`config.mk`:
```
export PLATFORM = sky130hd
export DESIGN_NAME = byte_serial_adder
export DESIGN_NICKNAME = d
export VERILOG_FILES = /design/src/rtl/sd_arith_pkg.sv /design/src/rtl/sklansky_8.sv /design/src/rtl/byte_serial_adder.sv
export SDC_FILE = /design/constraint.sdc
export NUM_CORES = 1
export LEC_CHECK = 0
export CAP_MARGIN = 20
export CORE_MARGIN = 2
export CORE_UTILIZATION = 68
export DETAILED_ROUTE_END_ITERATION = 10
export DONT_BUFFER_PORTS = 1
export PLACE_DENSITY = 0.85
export SLEW_MARGIN = 20
export SYNTH_ARGS = -nofsm -noshare
export SYNTH_HDL_FRONTEND = slang
export SYNTH_HIERARCHICAL = 1
export SYNTH_SLANG_ARGS = --single-unit
```
`constraint.sdc`:
```
create_clock -name clk -period 4.7 [get_ports clk]
set_clock_uncertainty 0.15 [all_clocks]
set_input_delay 1.41 -clock clk [delete_from_list [all_inputs] [get_ports clk]]
set_output_delay 1.41 -clock clk [all_outputs]
set_load 0.005 [all_outputs]
```
`src/rtl/sd_arith_pkg.sv`:
```
// sd_arith_pkg: shared state encodings and byte width for the serial arithmetic blocks
package sd_arith_pkg;
  localparam int BYTE_W = 8;
  typedef enum logic [1:0] {
    ST_IDLE = 2'd0,
    ST_RUN  = 2'd1,
    ST_DONE = 2'd2
  } state_t;
endpackage

```
`src/rtl/sklansky_8.sv`:
```
// sklansky_8: 8-bit Sklansky parallel-prefix adder with carry-in folded into bit 0
module sklansky_8 (
  input  logic [7:0] a,
  input  logic [7:0] b,
  input  logic       cin,
  output logic [7:0] s,
  output logic       cout
);
  logic [7:0] p, g, pp;
  assign p = a ^ b;
  always_comb begin
    g = a & b;
    g[0] = g[0] | (p[0] & cin);
    pp = p;
    for (int k = 0; k < 3; k++)
      for (int i = 0; i < 8; i++)
        if (i[k]) begin
          g[i] = g[i] | (pp[i] & g[((i >> k) << k) - 1]);
          pp[i] = pp[i] & pp[((i >> k) << k) - 1];
        end
  end
  assign s = p ^ {g[6:0], cin};
  assign cout = g[7];
endmodule

```
`src/rtl/byte_serial_adder.sv`:
```
// byte_serial_adder: wide add/subtract streamed one byte per cycle through a single prefix adder
module byte_serial_adder
  import sd_arith_pkg::*;
#(
  parameter int NBYTES = 4
) (
  input  logic                clk,
  input  logic                rst,
  input  logic                in_valid,
  output logic                in_ready,
  input  logic [8*NBYTES-1:0] a,
  input  logic [8*NBYTES-1:0] b,
  input  logic                cin,
  input  logic                sub,
  output logic                out_valid,
  input  logic                out_ready,
  output logic [8*NBYTES-1:0] sum,
  output logic                cout,
  output logic                ovf
);
  localparam int W  = BYTE_W * NBYTES;
  localparam int IW = $clog2(NBYTES);
  state_t state, nxt;
  logic [IW-1:0] idx;
  logic [W-1:0] sa, sb, res;
  logic carry, sign_a, sign_b, c8;
  logic [BYTE_W-1:0] s8;
  sklansky_8 u_add (
    .a   (sa[BYTE_W-1:0]),
    .b   (sb[BYTE_W-1:0]),
    .cin (carry),
    .s   (s8),
    .cout(c8)
  );
  always_comb begin
    nxt = (state == ST_IDLE) ? (in_valid ? ST_RUN : ST_IDLE) :
          (state == ST_RUN)  ? ((idx == IW'(NBYTES - 1)) ? ST_DONE : ST_RUN) :
                               (out_ready ? ST_IDLE : ST_DONE);
  end
  always_ff @(posedge clk) begin
    if (rst) begin
      state  <= ST_IDLE;
      idx    <= '0;
      sa     <= '0;
      sb     <= '0;
      res    <= '0;
      carry  <= 1'b0;
      sign_a <= 1'b0;
      sign_b <= 1'b0;
    end else begin
      state <= nxt;
      if (state == ST_IDLE && in_valid) begin
        sa     <= a;
        sb     <= b ^ {W{sub}};
        carry  <= sub | cin;
        sign_a <= a[W-1];
        sign_b <= b[W-1] ^ sub;
        idx    <= '0;
      end else if (state == ST_RUN) begin
        res   <= {s8, res[W-1:BYTE_W]};
        sa    <= sa >> BYTE_W;
        sb    <= sb >> BYTE_W;
        carry <= c8;
        idx   <= idx + IW'(1);
      end
    end
  end
  assign in_ready  = state == ST_IDLE;
  assign out_valid = state == ST_DONE;
  assign sum       = res;
  assign cout      = carry;
  assign ovf       = (sign_a == sign_b) && (res[W-1] != sign_a);
endmodule

```
==> run metrics <==
H-tree depth 3; DRT Wirelength between 9000 and 10000 um; cts hold-fix bufs 0; CTS clk-pin slew, worst paths about 0.090 ns; synth-to-layout area growth 2.47%; grt met3 use roughly 6.9%; Routed wire per std cell between 15 and 20 um; Synth Cell Area 4610 um^2; Design Power 1.74 mW; Root Buffer clkbuf_8; Pre-antenna DRT Iters 4; Die Wd between 80 and 90 um; IO Count about 110; Chip Height approximately 86 um; IO Port Bufs 0; Final min period roughly 3.0 ns; Final nets between 500 and 600; busiest layer in global routing met2; worst min path class reg -> reg; Via Count between 3000 and 4000; RSZ-0062 raised after global routing no; first-pass GRT wire length about 15000 um; met1 usage between 30% and 40%; Warnings, synthesis 6; MaxCap Viol Count 0; cell at the slowest stage of the critical path dfxtp_1; DR DRC count 0; PostCTS Resize Cnt 0; Power Density roughly 370 nW/um^2; CP Class reg -> out; total CTS buffers 9; peak per-stage delay on the critical path about 0.93 ns; number of vias per cell around 6.0; final setup fails 0; max_slew headroom around two fifths; Initial Utilization around 70%; Avg Cell Area, Syn around 8.5 um^2; crit path DAT about 1.4 ns; Post-Syn Instances 540; register area share after synthesis 44.7%; Placement Rows 30; f_max 0.333 GHz; most common cell after layout, fill and taps aside dfxtp_1; all-layer global routing usage 24.9%; outcome complete, no violations; Max clock buf depth 2; Required @ worst endpoint about 3.1 ns; static leakage between 1.5 and 2 nW; critical-path cell list nor2b_1; fin crit share around 64%; dpl hpwl 6520 um; met2 global-route usage 41.2%; vias in the first global route around 3200; Unique masters post-synth 38; #FFs+latches synth 103; TritonCTS clock tree built; latest clock arrival within the worst-skew pair around 0.36 ns; Buffers & Inverters on Critical Path 0; largest net degree at the start of global routing a little over 80; Final ANT Viol Nets 0; Slew @ Worst Pin a little over 0.9 ns; Startpoint Class flip-flop; post-route setup TNS 0 ns; total gr overflow 0; Setup Fix Bufs, Post-CTS 0; synthesized net count around 620; ANT cells 0; clk sink count 103; die footprint around 7500 um^2; share of cells above drive strength 1 under 10%; Worst Setup End Kind output port; CP Max Fanout 31; Final Wtd Congestion just over 0.8; DRT iter0 DRCs a little over 200; Hold Violations, Final 0; Final Slew Violations 0; Max rail drop VDD 0.209 mV; core area roughly 6700 um^2; top cell family by delay on the critical path flip-flops; initial antenna violation count 0; commonest non-fill, non-tap cells in the layout dfxtp_1, nand2_1, a21oi_1, nor2_1, xnor2_1
[cell usage after synthesis, drive strengths merged]
master  count  area (um^2)
or3         1         6.26
nand3       8         40.0
o211ai      1         12.5
inv        11         41.3
nor3b       1         12.5
or4b        1         13.8
mux2i       1         10.0
xor2       10         87.6
fa          4         80.1
o2111a      1         11.3
nor2b       4         25.0
a32o        1         10.0
o21ai       4         20.0
ha          7         87.6
and2b       1         7.51
nand2      93          349
clkbuf     16         60.1
o21a        1         7.51
a22oi       7         52.6
o221a       2         22.5
a21oi      69          345
nand2b     10         62.6
dfxtp     103         2060
a31o        1         8.76
buf        28          168
a21o        3         23.8
a211oi     15          113
o221ai      1         8.76
xnor2      26          228
o21bai      1         11.3
nor2       62          233
o21ba       1         10.0
a221o      24          240
or3b       10         87.6
nor3       11         55.1
[layout make-up]
type | instances | area [um^2]
clock inverters | 3 | 42.5
flip-flops and latches | 103 | 2060
repair buffers | 5 | 41.3
well taps | 80 | 100
inverters | 11 | 41.3
multi-input cells | 382 | 2290
clock buffers | 13 | 149
fillers | 536 | 1950
[cell families (layout without fill, tap and decap cells)]
kind of cell,Yosys count,after routing,share of synthesized area [%]
xor gates and xnor gates,36,36,6.83
muxes,1,1,0.217
and+or+nand+nor,202,202,19.3
AOI/OAI and AO/OA,132,132,19.4
buffers and inverters,55,32,5.83
adders and majority gates,11,11,3.63
DFF,103,103,44.7
[final timing paths]
kind	end	startpoint	cells after the start	slack, ns
max	out_valid	state[0]$_SDFF_PP0_	1	1.70
min	sa[31]$_SDFFE_PP0P_	sa[31]$_SDFFE_PP0P_	2	0.31
max reg2reg	sa[11]$_SDFFE_PP0P_	state[0]$_SDFF_PP0_	4	2.10
min reg2reg	sa[31]$_SDFFE_PP0P_	sa[31]$_SDFFE_PP0P_	2	0.31
[per-layer routing]
| metal | share of wire [%] | wire [um] |
|---|---|---|
| met1 | 43 | 4050 |
| met2 | 48 | 4560 |
| met3 | 6.6 | 619 |
| met4 | 1.9 | 176 |
| met5 | 0 | 0 |
[state kept, by name (all words and copies together) (netlist names)]
register  cells
cout          1
sign_a        1
sa           32
sum          32
idx           2
sign_b        1
state         2
sb           32
[through the flow]
step	setup WS [ns]	cell area [um^2]	hold WS, ns	std cells	util (%)
2_1_floorplan	2.05	4610	0.287	540	-
3_3_place_gp	1.81	4520	0.286	580	67.7
3_5_place_dp	1.70	4520	0.292	580	67.7
4_1_cts	1.70	4720	0.305	596	70.6
5_1_grt	1.57	4730	0.326	597	70.7
6_report	1.70	4730	0.306	597	70.7
[where the power goes]
part	leakage, nW	switching [mW]	internal (mW)
clock	0.0936	0.276	0.261
combinational	0.819	0.123	0.104
sequential	0.844	0.0462	0.929
[worst reg2reg max path: cells and delay by family (launching register included)]
kind	cells	cell delay, ns
and+or+nand+nor	2	0.77
DFF	1	0.93
AOI/OAI and AO/OA	1	0.24
buffers and inverters	1	0.43
(Power assumes the default switching activity.)
